==> config.mk <==
export PLATFORM = sky130hd
export DESIGN_NAME = arbiter_hold_4
export DESIGN_NICKNAME = d
export VERILOG_FILES = /design/src/rtl/arb_pkg.sv /design/src/rtl/prio_pick_4.sv /design/src/rtl/arbiter_hold_4.sv
export SDC_FILE = /design/constraint.sdc
export NUM_CORES = 1
export LEC_CHECK = 0
export ABC_AREA = 1
export BUFFER_PORTS_ARGS = -buffer_cell sky130_fd_sc_hd__clkbuf_2
export CAP_MARGIN = 0
export CORE_ASPECT_RATIO = 0.5
export CORE_MARGIN = 1.5
export CORE_UTILIZATION = 40
export DETAILED_ROUTE_END_ITERATION = 8
export SLEW_MARGIN = 10
export SYNTH_ARGS = -nofsm -noshare
export SYNTH_HDL_FRONTEND = slang
export SYNTH_SLANG_ARGS = --single-unit
==> constraint.sdc <==
create_clock -name clk -period 1.3 [get_ports clk]
set_input_delay 0 -clock clk [delete_from_list [all_inputs] [get_ports clk]]
set_output_delay 0 -clock clk [all_outputs]
set_load 0.05 [all_outputs]
==> src/rtl/arb_pkg.sv <==
// Shared types and constants for the 4-requester hold-limited arbiter.
package arb_pkg;

  localparam int N_REQ  = 4;
  localparam int IDX_W  = 2;
  localparam int HOLD_W = 8;

  typedef enum logic {
    IDLE  = 1'b0,
    GRANT = 1'b1
  } arb_state_t;

endpackage

==> src/rtl/prio_pick_4.sv <==
// Fixed-priority pick: highest set bit of vec wins, reported as one-hot and binary index.
module prio_pick_4
  import arb_pkg::*;
(
  input  logic [N_REQ-1:0] vec,
  output logic [N_REQ-1:0] onehot,
  output logic [IDX_W-1:0] idx,
  output logic             any
);

  always_comb begin
    onehot = '0;
    idx    = '0;
    any    = |vec;
    // Ascending scan so the highest set bit is the last one written.
    for (int i = 0; i < N_REQ; i++) begin
      if (vec[i]) begin
        onehot    = '0;
        onehot[i] = 1'b1;
        idx       = IDX_W'(i);
      end
    end
  end

endmodule

==> src/rtl/arbiter_hold_4.sv <==
// Four-way fixed-priority arbiter with a bounded grant hold and one-shot mask of the expired owner.
module arbiter_hold_4
  import arb_pkg::*;
#(
  parameter int MAX_HOLD = 8
) (
  input  logic             clk,
  input  logic             reset,
  input  logic [N_REQ-1:0] req,
  output logic [N_REQ-1:0] gnt,
  output logic [IDX_W-1:0] gnt_idx,
  output logic             busy,
  output logic             expired
);

  arb_state_t        r_state, w_state_next;
  logic [N_REQ-1:0]  r_gnt, w_gnt_next;
  logic [IDX_W-1:0]  r_gnt_idx, w_gnt_idx_next;
  logic              r_busy, w_busy_next;
  logic              r_expired, w_expired_next;
  logic [N_REQ-1:0]  r_mask, w_mask_next;
  logic [HOLD_W-1:0] r_hold_cnt, w_hold_cnt_next;

  logic [N_REQ-1:0]  w_eligible;
  logic [N_REQ-1:0]  w_pick_vec;
  logic [N_REQ-1:0]  w_pick_onehot;
  logic [IDX_W-1:0]  w_pick_idx;
  logic              w_pick_any;
  logic              w_owner_req;
  logic              w_hold_full;

  // The mask only steers choice among several requesters; a lone masked requester still wins.
  assign w_eligible  = req & ~r_mask;
  assign w_pick_vec  = (|w_eligible) ? w_eligible : req;
  assign w_owner_req = |(req & r_gnt);
  assign w_hold_full = (r_hold_cnt == HOLD_W'(MAX_HOLD));

  prio_pick_4 u_pick (
    .vec    (w_pick_vec),
    .onehot (w_pick_onehot),
    .idx    (w_pick_idx),
    .any    (w_pick_any)
  );

  always_comb begin
    w_state_next    = r_state;
    w_gnt_next      = r_gnt;
    w_gnt_idx_next  = r_gnt_idx;
    w_busy_next     = r_busy;
    w_expired_next  = 1'b0;
    w_mask_next     = r_mask;
    w_hold_cnt_next = r_hold_cnt;

    case (r_state)
      IDLE: begin
        if (w_pick_any) begin
          w_state_next    = GRANT;
          w_gnt_next      = w_pick_onehot;
          w_gnt_idx_next  = w_pick_idx;
          w_busy_next     = 1'b1;
          w_mask_next     = '0;
          w_hold_cnt_next = HOLD_W'(1);
        end
      end
      GRANT: begin
        if (!w_owner_req || w_hold_full) begin
          // A voluntary drop wins over expiry, so the mask is only set on a forced release.
          w_state_next    = IDLE;
          w_gnt_next      = '0;
          w_gnt_idx_next  = '0;
          w_busy_next     = 1'b0;
          w_hold_cnt_next = '0;
          w_mask_next     = w_owner_req ? r_gnt : '0;
          w_expired_next  = w_owner_req;
        end else begin
          w_hold_cnt_next = r_hold_cnt + HOLD_W'(1);
        end
      end
      default: begin
        w_state_next = IDLE;
      end
    endcase
  end

  always_ff @(posedge clk) begin
    if (reset) begin
      r_state    <= IDLE;
      r_gnt      <= '0;
      r_gnt_idx  <= '0;
      r_busy     <= 1'b0;
      r_expired  <= 1'b0;
      r_mask     <= '0;
      r_hold_cnt <= '0;
    end else begin
      r_state    <= w_state_next;
      r_gnt      <= w_gnt_next;
      r_gnt_idx  <= w_gnt_idx_next;
      r_busy     <= w_busy_next;
      r_expired  <= w_expired_next;
      r_mask     <= w_mask_next;
      r_hold_cnt <= w_hold_cnt_next;
    end
  end

  assign gnt     = r_gnt;
  assign gnt_idx = r_gnt_idx;
  assign busy    = r_busy;
  assign expired = r_expired;

endmodule

; ---- Word level (Yosys, flattened, before mapping)
; Cells that the tools add are included.
; Widths: inputs -> output; s select.
[word_totals]
ff_bits = 21
out_inout_bits = 8
wordCells = 50
[classes]
addsub = 1
eq_ne = 3
n_mux = 27
n_bitwise = 5
n_reduce_logical = 7
[op_table]
columns = cell, n
row1 = $mux 4, 7
row2 = $mux 8, 2
row3 = $pmux 4 s2, 2
row4 = $pmux 8 s2, 1
row5 = $reduce_or 4->1, 3
row6 = $mux 2, 5
row7 = $add 8x1->8 const B, 1
row8 = $and 4x4->4, 2
row9 = $eq 8x4->1 const B, 1
row10 = $mux 1, 6
row11 = $ne 2x1->1 const B, 2
row12 = $not 4->4, 1
row13 = $pmux 1 s2, 2
row14 = $pmux 2 s2, 1
row15 = $mux 3, 1
row16 = $reduce_or 3->1, 1
row17 = $not 1->1, 2
row18 = $reduce_and 2->1, 1
row19 = $logic_not 1->1, 1
row20 = $logic_or 1x1->1, 1

; ---- Logic depth before layout (Yosys ltp)
[logic_depth]
ltp_word = 10
mapped_depth = 12
ltp_nobuf = 12

; ---- By module
; A second synthesis with hierarchy kept.
[hier_totals]
cells_unflattened = 162
area_unflattened_um2 = 1127.3
[by_module_without_submodules]
columns = module, n_inst, cells_each, area_each_um2, seq_area_each_um2
row1 = arbiter_hold_4, 1, 149, 1071.0, 420.4
row2 = prio_pick_4, 1, 13, 56.3, 0.0

; ---- Worst setup path after synthesis
; No wires, ideal clock.
[synth_path]
kind = register to register
start = register r_gnt[3], in the netlist gnt[3]
end = register r_hold_cnt[4]
t_arrival_ps = 1518
required_time_ps = 1230
setup_slack_ps = -288
path_stages_with_launch = 8
synth_period_minus_slack_ps = 1588
path_cell_list = dfxtp_1 > a22o_1 > nor2_1 > nor2_1 > nand2_4 > inv_1 > nand3_1 > a21oi_1
[synth_between]
elab_chain_len = 6
[synth_rtl]
columns = item, line
row1 = from (decl), arbiter_hold_4.sv:17  ; logic [N_REQ-1:0] r_gnt, w_gnt_next;
row2 = from (signal assigned), arbiter_hold_4.sv:96  ; r_gnt <= w_gnt_next;
row3 = $and 4x4->4, arbiter_hold_4.sv:35  ; assign w_owner_req = |(req & r_gnt);
row4 = $reduce_or 4->1, arbiter_hold_4.sv:35
row5 = $logic_not 1->1, arbiter_hold_4.sv:66  ; if (!w_owner_req || w_hold_full) begin
row6 = $logic_or 1x1->1, arbiter_hold_4.sv:66
row7 = $mux 8, arbiter_hold_4.sv:66
row8 = $pmux 8 s2, arbiter_hold_4.sv:54  ; case (r_state)
row9 = to (signal assigned), arbiter_hold_4.sv:101  ; r_hold_cnt <= w_hold_cnt_next;
row10 = to (decl), arbiter_hold_4.sv:22  ; logic [HOLD_W-1:0] r_hold_cnt, w_hold_cnt_next;
; No other way between the ends.
; A chain may end at the register's enable or synchronous reset.

; ---- Final worst setup path
[layout_path]
start = register r_mask[1]
end = register r_gnt[0], in the netlist gnt[0]
[layout_between]
elab_chain_len = 10
word_cells_on_any_way = 13
classes_between = eq/ne (1) / mux (7) / bitwise (2) / reduce/logical (3)
[layout_rtl]
columns = item, line
row1 = from (decl), arbiter_hold_4.sv:21  ; logic [N_REQ-1:0] r_mask, w_mask_next;
row2 = from (signal assigned), arbiter_hold_4.sv:100  ; r_mask <= w_mask_next;
row3 = $not 4->4 *, arbiter_hold_4.sv:33  ; assign w_eligible = req & ~r_mask;
row4 = $and 4x4->4 *, arbiter_hold_4.sv:33
row5 = $reduce_or 4->1, arbiter_hold_4.sv:34  ; assign w_pick_vec = (|w_eligible) ? w_eligible : req;
row6 = $mux 4 *, arbiter_hold_4.sv:34
row7 = $mux 1, prio_pick_4.sv:17  ; if (vec[i]) begin
row8 = $mux 2, prio_pick_4.sv:17
row9 = $mux 3, prio_pick_4.sv:17
row10 = $mux 4, prio_pick_4.sv:17
row11 = $mux 4, arbiter_hold_4.sv:56  ; if (w_pick_any) begin
row12 = $pmux 4 s2, arbiter_hold_4.sv:54
; Every way passes the cells marked *; elsewhere a longest branch is shown, timed or not. The select of a mux whose other input is x is not followed.

==> results.yml <==
run_status:
  status: "finished with violations"
  violations: "setup timing"
place:
  dp_hpwl_microns: 2070
  preCtsSetupSlack_ps: -130
  port_buffers: 13
  gp_congestion: 0.835
cells_and_area:
  final_cell_mix: "31 x nand2_1, 25 x buf_4, 19 x nand3_1"
  nNetsFinal: 220
  antennaDiodeCount: 0
  drive_gt1_frac: 0.422
  final_common_cell: "nand2_1"
  nFillCells: 255
  seqCellArea_sq_um: 438
  area_delta_synth_final_pct: 41.3
  multi_input_area_sq_um: 701
grt:
  grtUsageTotal: 0.203
  antenna_found_initial: 0
  grt-ovfl-total: 0
  grt_pass1_vias: 1003
  grt_pass1_wl_microns: 4630
  grt_start_max_net_pins: 13
route:
  route.vias.total: 1205
  vias_per_cell: 4.86
  first_pass_iters: 4
  final_antenna_net_count: 0
  wl_met2_microns: 1370
  drc: 0
  first_iter_violations: 55
  wl_met3_microns: 153
  routedWlPerCell_microns: 12.1
  routedLengthMet1_microns: 1460
  top_layer: "met4"
  routed_wirelength_microns: 3010
yosys:
  synth_cells: 169
  synth_fp_nets: 177
  yosysWarnings: 0
  seq_area_frac_synth: 0.374
  synth_cell_type_count: 23
  avgSynthCellArea_sq_um: 6.65
  ys_ff_latch: 21
  synth_area_sq_um: 1120
setup_path:
  timing.rr.start: "r_mask[1]$_SDFFE_PP0P_"
  crit_fanout: 8
  arrival_ps: 1590
  crit_required_ps: 1470
  reg2reg_depth: 12
  reg2reg_slack_ps: -120
  r2r-end: "gnt[0]$_SDFFE_PP0P_"
  path_class: "register to register"
  start_kind: "register"
  setup.worst_path.end_class: "register"
power_and_ir_drop:
  power_density_nw_per_um2: 934
  leakagePower_uw: 0.000715
  ir_worst_vdd_mv: 0.486
cts:
  cts_made_buffers: 3
  path_clk_slew_ps: 80
  cts_buffer_depth: 2
  cts_root_buf: "clkbuf_8"
  clock_latency_ps: 270
  ctsHoldBuffers: 0
  tritoncts: "done"
  clkSinkCount: 21
  cts_htree_levels: 1
timing:
  drv_slew: 0
  setup_ws_ps: -116
  rsz0062_at_grt: "true"
  fin_crit_sh: 1.09
  finalSetupTns_ps: -1400
  finClkSkew_ps: 5.36
  setup_violations: 20
  fmax_mhz: 706
  tightest_slew_ps: 314
  hold_violations: 0
  layout_min_cycle_time_ps: 1420
  timing.slew.headroom: 0.789
hold_path:
  min_to: "r_hold_cnt[1]$_SDFFE_PP0P_"
  hold_path_class: "primary input to register"
  hp-start: "reset"
  min_path_cells: 3
die:
  die_y_microns: 40.5
  num_rows: 13
  die_w_microns: 78.0
  dieArea_sq_um: 3160
  pin_count: 14
  coreArea_sq_um: 2640
  start_util: 0.426
run:
  maxCapViolCount: 0
## metrics by stage
step | total power [uW] | hold WS (ps) | area [sq um] | instances | utilization
4_1_cts | 1480 | 78.8 | 1570 | 248 | 0.594
5_1_grt | 1550 | 88.4 | 1590 | 248 | 0.603
6_report | 1480 | 84.6 | 1590 | 248 | 0.603
2_1_floorplan | 903 | 192 | 1140 | 169 | -
3_5_place_dp | 1010 | 367 | 1400 | 239 | 0.533
3_3_place_gp | 1010 | 369 | 1400 | 239 | 0.533
## power breakdown
part	switching [uW]	internal (uW)
clock	231	214
sequential	18.8	669
combinational	230	121
total	480	1000
## state kept, by name, summed over array words and instances (netlist names)
register	count
busy	1
expired	1
gnt	4
gnt_idx	2
r_hold_cnt	8
r_mask	4
r_state	1
## worst max-delay path: stages, from the launching register on
cell,delay (ps)
dfxtp_2,330
inv_1,60
nand2_2,60
nand2_2,80
nor2_4,60
nand2_1,70
nand2_2,70
nor2_4,160
nand3_4,130
nand2_4,130
nand2_1,60
nand2_1,50
nor2_1,50
## final cells by class
class | count | area share
multi-input cells | 123 | 0.441
flip-flops and latches | 21 | 0.276
repair buffers | 39 | 0.166
inverters | 24 | 0.0583
well taps | 37 | 0.0292
clock buffers | 3 | 0.0260
clock inverters | 1 | 0.00315
## Yosys cell counts
cell type  number  area, sq um
o21ai_0         5         25.0
nor3_1          2         10.0
nand3_1        20          100
nor2_1         19         71.3
a22o_1          1         8.76
nand3_4         1         17.5
ha_1            2         25.0
clkinv_1        1         3.75
dfxtp_1        21          420
nor2_2          2         12.5
nand2_4         2         22.5
buf_2           1         5.00
nor2_4          1         11.3
o21a_1          2         15.0
xor2_1          1         8.76
nand2_1        43          161
nand2_2         3         18.8
a31oi_1         1         6.26
inv_1          21         78.8
a21oi_1        13         65.1
nand4_1         4         25.0
clkbuf_1        1         3.75
inv_2           2         7.51
## metal layers
metal | vias up | track usage
met4 | 0 | 0.0536
met2 | 27 | 0.352
li1 | 630 | -
met5 | - | 0
met3 | 5 | 0.0545
met1 | 543 | 0.260
## timing repair
item	4_1_cts	5_1_grt
setup buffers	4	0
pin swaps	17	4
setup endpoints to repair	20	21
resized for setup	31	7
cloned	1	0
## worst max path at each step
stage                                           from                      end  slack (ps)  cells past startpoint
after global routing          r_mask[3]$_SDFFE_PP0P_  gnt_idx[0]$_SDFFE_PP0P_        -210                     12
after CTS                     r_mask[0]$_SDFFE_PP0P_      gnt[0]$_SDFFE_PP0P_         -70                     12
final                         r_mask[1]$_SDFFE_PP0P_      gnt[0]$_SDFFE_PP0P_        -120                     12
after floorplan           r_hold_cnt[0]$_SDFFE_PP0P_      gnt[0]$_SDFFE_PP0P_           5                     10
after global placement        r_mask[3]$_SDFFE_PP0P_        busy$_SDFFE_PP0P_        -130                     12
after detailed placement      r_mask[2]$_SDFFE_PP0P_        busy$_SDFFE_PP0P_        -130                     12
## cell families (layout without fill, tap and decap cells)
kind of cell / after synthesis / after routing / share of synthesized area
flip-flops: 21 / 21 / 0.374
adder cells (fa/ha/maj): 2 / 2 / 0.0223
buffers and inverters: 26 / 67 / 0.0880
XOR/XNOR: 1 / 1 / 0.00780
AND/OR/NAND/NOR: 97 / 98 / 0.401
AO/OA/AOI/OAI: 22 / 22 / 0.107
Power figures use the tool's default switching activity.
